==> config.mk <==
export PLATFORM = sky130hd
export DESIGN_NAME = seq_det_param
export DESIGN_NICKNAME = d
export VERILOG_FILES = /design/src/rtl/seq_det_param.sv
export SDC_FILE = /design/constraint.sdc
export NUM_CORES = 1
export LEC_CHECK = 0
export BUFFER_PORTS_ARGS = -buffer_cell sky130_fd_sc_hd__clkbuf_2
export CELL_PAD_IN_SITES_DETAIL_PLACEMENT = 1
export CELL_PAD_IN_SITES_GLOBAL_PLACEMENT = 1
export CORE_UTILIZATION = 47
export CTS_CLUSTER_DIAMETER = 30
export DETAILED_ROUTE_END_ITERATION = 10
export PLACE_DENSITY = 0.9
export RECOVER_POWER = 50
export SLEW_MARGIN = 0
export SYNTH_ARGS = -nofsm -noshare
export SYNTH_HDL_FRONTEND = slang
export SYNTH_SLANG_ARGS = --single-unit
==> constraint.sdc <==
create_clock -name clk -period 6 [get_ports clk]
set_clock_uncertainty 0.1 [all_clocks]
set_input_delay 0.9 -clock clk [delete_from_list [all_inputs] [get_ports clk]]
set_output_delay 0.9 -clock clk [all_outputs]
set_load 0.02 [all_outputs]
==> src/rtl/seq_det_param.sv <==
// Parameterised serial pattern detector with runtime-loadable pattern/length,
// optional overlap, and a saturating match counter.
module seq_det_param #(
    parameter int                 MAX_LEN     = 8,
    parameter int                 CNT_W       = 8,
    parameter int                 OVERLAP     = 1,
    parameter logic [MAX_LEN-1:0] PAT_DEFAULT = MAX_LEN'(8'b0000_1101),
    parameter int                 LEN_DEFAULT = 4
) (
    input  logic                       clk,
    input  logic                       rstn,
    input  logic                       en,
    input  logic                       din,
    input  logic                       cfg_we,
    input  logic [MAX_LEN-1:0]         cfg_pat,
    input  logic [$clog2(MAX_LEN):0]   cfg_len,
    input  logic                       cnt_clr,
    output logic                       out,
    output logic [CNT_W-1:0]           match_cnt,
    output logic                       cnt_sat
);

    localparam int LEN_W  = $clog2(MAX_LEN) + 1;
    localparam int LEN_CL = (LEN_DEFAULT < 2) ? 2 :
                            ((LEN_DEFAULT > MAX_LEN) ? MAX_LEN : LEN_DEFAULT);
    localparam logic [LEN_W-1:0] LEN_RST = LEN_W'(LEN_CL);

    typedef enum logic [1:0] {
        IDLE,
        FILL,
        HUNT
    } state_t;

    state_t             state;
    logic [MAX_LEN-1:0] hist;
    logic [MAX_LEN-1:0] pat_r;
    logic [MAX_LEN-1:0] hist_nx;
    logic [MAX_LEN-1:0] mask;
    logic [LEN_W-1:0]   fill;
    logic [LEN_W-1:0]   len_r;
    logic [LEN_W-1:0]   fill_nx;
    logic               adv;
    logic               match;

    function automatic logic [LEN_W-1:0] clamp_len(input logic [LEN_W-1:0] v);
        if (v < LEN_W'(2))
            return LEN_W'(2);
        else if (v > LEN_W'(MAX_LEN))
            return LEN_W'(MAX_LEN);
        else
            return v;
    endfunction

    // Match is judged on the post-shift view so out can be a plain register.
    always_comb begin
        mask    = '0;
        hist_nx = (hist << 1) | MAX_LEN'(din);
        fill_nx = (state == HUNT) ? len_r : fill + LEN_W'(1);
        for (int i = 0; i < MAX_LEN; i++)
            mask[i] = (LEN_W'(i) < len_r);
        adv   = en & ~cfg_we;
        match = adv && (fill_nx == len_r) &&
                (((hist_nx ^ pat_r) & mask) == '0);
    end

    assign cnt_sat = &match_cnt;

    always_ff @(posedge clk or negedge rstn) begin
        if (!rstn) begin
            state     <= IDLE;
            hist      <= '0;
            fill      <= '0;
            pat_r     <= PAT_DEFAULT;
            len_r     <= LEN_RST;
            out       <= 1'b0;
            match_cnt <= '0;
        end else begin
            out <= match;

            if (cnt_clr)
                match_cnt <= '0;
            else if (match && !cnt_sat)
                match_cnt <= match_cnt + CNT_W'(1);

            if (cfg_we) begin
                pat_r <= cfg_pat;
                len_r <= clamp_len(cfg_len);
                fill  <= '0;
                state <= IDLE;
            end else if (en) begin
                hist <= hist_nx;
                // Non-overlapping mode demands a fresh len_r bits per match.
                if (match && (OVERLAP == 0)) begin
                    fill  <= '0;
                    state <= IDLE;
                end else begin
                    fill  <= fill_nx;
                    state <= (fill_nx == len_r) ? HUNT : FILL;
                end
            end
        end
    end

endmodule

==> impl_metrics.env <==
export IMPL_layout_nets=208
export IMPL_coreArea_mm2=0.00366
export IMPL_rsz0062_at_grt="false"
export IMPL_synthArstFlopShare=1.00
export IMPL_grt_max_degree=35
export IMPL_die_area_mm2=0.00405
export IMPL_synth_cell_types=42
export IMPL_cts_sinks=34
export IMPL_max_slew_worst_pin_slew_ns=1.83
export IMPL_syn_to_final_growth_pct=12.7
export IMPL_wl_um=4260
export IMPL_use_met2=0.407
export IMPL_status="finished with violations"
export IMPL_syn_inst=163
export IMPL_cts_max_level=2
export IMPL_initial_core_util=0.488
export IMPL_ant_nets=0
export IMPL_layout_setup_ws_ns=2.97
export IMPL_final_layout_size_suffix_gt1_frac=0.291
export IMPL_violations="capacitance limit, slew limit"
export IMPL_stdcell_count=237
export IMPL_finalCritPeriodShare=0.506
export IMPL_vias_per_cell=5.77
export IMPL_setup_tns_ns=0
export IMPL_cts_tree="done"
export IMPL_fin_util=0.550
export IMPL_critPathBufInv=1
export IMPL_post_place_ws_ns=2.83
export IMPL_syn_area_per_cell_um2=11.0
export IMPL_die_w_um=63.7
export IMPL_gr_max_usage_layer="met2"
export IMPL_place_congestion=0.816
export IMPL_io_pin_count=28
export IMPL_grt_pass1_wl_um=7470
export IMPL_seq_power_share=0.509
export IMPL_die_height_um=63.7
export IMPL_hp_class="reg2reg"
export IMPL_yosysTopAreaCellShare=0.420
export IMPL_antenna_found_initial=0
export IMPL_syn_nets=183
export IMPL_cts_resized=0
export IMPL_hold_viol=0
export IMPL_globalRouteMet1Util=0.297
export IMPL_setup_viol=0
export IMPL_critPathTopFamily="simple AND/OR/NAND/NOR gates"
export IMPL_grt_pass1_vias=1519
export IMPL_grt_use_met3=0.0652
export IMPL_drv_slew=35
export IMPL_critPathMaxStageDelay_ns=0.71
export IMPL_clkPwrFrac=0.300
export IMPL_portBuffers=27
export IMPL_switching_share=0.286
export IMPL_yosysMostFrequentCell="dfrtp_1"
export IMPL_synthTopCellsByArea="dfrtp_1 (42%), mux2_2 (11%), dfstp_2 (5.9%), xnor2_1 (4.9%), nor2_1 (2.5%)"
export IMPL_grt_use_total=0.247
export IMPL_ys_warnings_count=0
export IMPL_first_pass_iters=4
export IMPL_clk_path_buf_depth=2
export IMPL_switchingPower_mw=0.164
export IMPL_synth_edf_count=0
export IMPL_vdd_drop_max_v=0.000196
export IMPL_dp_hpwl_um=3060
export IMPL_startpoint_type="input pin"
export IMPL_crit_type="in2reg"
export IMPL_worst_path_max_delay_cell="or4_4"
export IMPL_clk_latency_ns=0.29
export IMPL_row_count=22
export IMPL_numCtsBuffers=5
export IMPL_num_vias=1368
export IMPL_ys_seq_elements=34
export IMPL_syn_area_mm2=0.00179
export IMPL_maxSlewHeadroom=-0.217
export IMPL_p_per_area_mw_per_mm2=285
export IMPL_cts_root_buf="clkbuf_8"
export IMPL_cap_violations=1
export IMPL_p_comb_frac=0.191
export IMPL_wl_per_cell_um=18.0
export IMPL_yosysTopAreaCell="dfrtp_1"
export IMPL_cp_end_kind="register"
export IMPL_post_cts_setup_buffers=0
export IMPL_grt_remaining_overflow=0
export IMPL_clk_pin_slew_ns=0.06
export IMPL_ys_top_cells_by_count="dfrtp_1 (30), mux2_2 (17), nor2_1 (12)"
export IMPL_period_minus_slack_ns=3.03
export IMPL_max_freq_mhz=330
export IMPL_ctsHoldBuffers=0
export IMPL_arrival_ns=3.14
export IMPL_p_int_mw=0.410
export IMPL_drc=0
export IMPL_drt_iter0_drc=41
export IMPL_dpl_cell_count=229
export IMPL_synth_flop_cell="dfrtp_1"
export IMPL_leakagePower_nw=0.873
export IMPL_cp_required_ns=6.10
export IMPL_path_cells="clkbuf_1, nand2b_1, or4_4, or4_1, a21oi_1"
export IMPL_ys_seq_area_frac=0.479
export IMPL_path_max_fanout=21
export IMPL_antennaDiodeCount=0
==> cell usage in the layout, fill, tap and decap left out, types with 5 or more instances in the layout <==
master     n
a21oi_1    6
nand2_1    8
xnor2_1   10
mux2_2    17
nor2_1    12
nand3_1    8
dfrtp_1   30
clkbuf_1   5
clkbuf_8   6
clkbuf_2  24
==> power groups by stage <==
| stage | clock [mW] | combinational [mW] | sequential [mW] |
|---|---|---|---|
| 6_report | 0.172 | 0.110 | 0.292 |
| 2_1_floorplan | 0 | 0.0867 | 0.282 |
| 3_3_place_gp | 0 | 0.101 | 0.292 |
| 4_1_cts | 0.178 | 0.111 | 0.292 |
| 5_1_grt | 0.190 | 0.122 | 0.295 |
| 3_5_place_dp | 0 | 0.109 | 0.296 |
==> sequential cells by signal, indices dropped and copies added, names as in the netlist <==
register   flops
match_cnt      8
pat_r          8
hist           7
fill           4
len_r          4
state          2
out            1
==> per-stage QoR <==
| stage | hold slack, ns | instance area, um2 | power (mW) |
|---|---|---|---|
| floorplan | 0.400 | 1790 | 0.369 |
| global placement | 0.418 | 1930 | 0.393 |
| detailed placement | 0.438 | 1930 | 0.405 |
| CTS | 0.452 | 2020 | 0.581 |
| global route | 0.468 | 2010 | 0.607 |
| finish | 0.443 | 2010 | 0.573 |
==> metal layers <==
| layer | wire (um) | vias to the layer above |
|---|---|---|
| li1 | - | 636 |
| met1 | 1800 | 689 |
| met2 | 2190 | 31 |
| met3 | 141 | 12 |
| met4 | 119 | 0 |
| met5 | 0 | - |
==> cell families after synthesis <==
family,count (synthesis),synth area share
and+or+nand+nor,49,0.153
xor gates and xnor gates,14,0.0686
muxes,23,0.143
adders and majority gates,2,0.0140
buffers and inverters,13,0.0385
AOI/OAI and AO/OA,28,0.104
DFF,34,0.479
==> final timing paths <==
path / startpoint / endpoint / slack, ns / cells after the start
worst max-delay path: cfg_we / match_cnt[5] / 2.97 / 5
worst min-delay path: pat_r[5] / pat_r[5] / 0.44 / 1
worst max register to register: fill[0] / match_cnt[5] / 3.34 / 6
worst min register to register: pat_r[5] / pat_r[5] / 0.44 / 1
max in group asynchronous: rstn / len_r[3] / 3.74 / 1
min in group asynchronous: rstn / match_cnt[7] / 1.00 / 1
==> cell type report <==
cell class	instances	area (um2)
Sequential cell	34	856
Tap cell	48	60.1
Multi-Input combinational cell	116	862
Timing Repair Buffer	27	131
Inverter	4	15.0
Clock buffer	8	90.1
Fill cell	429	1650
(Power assumes the default switching activity.)
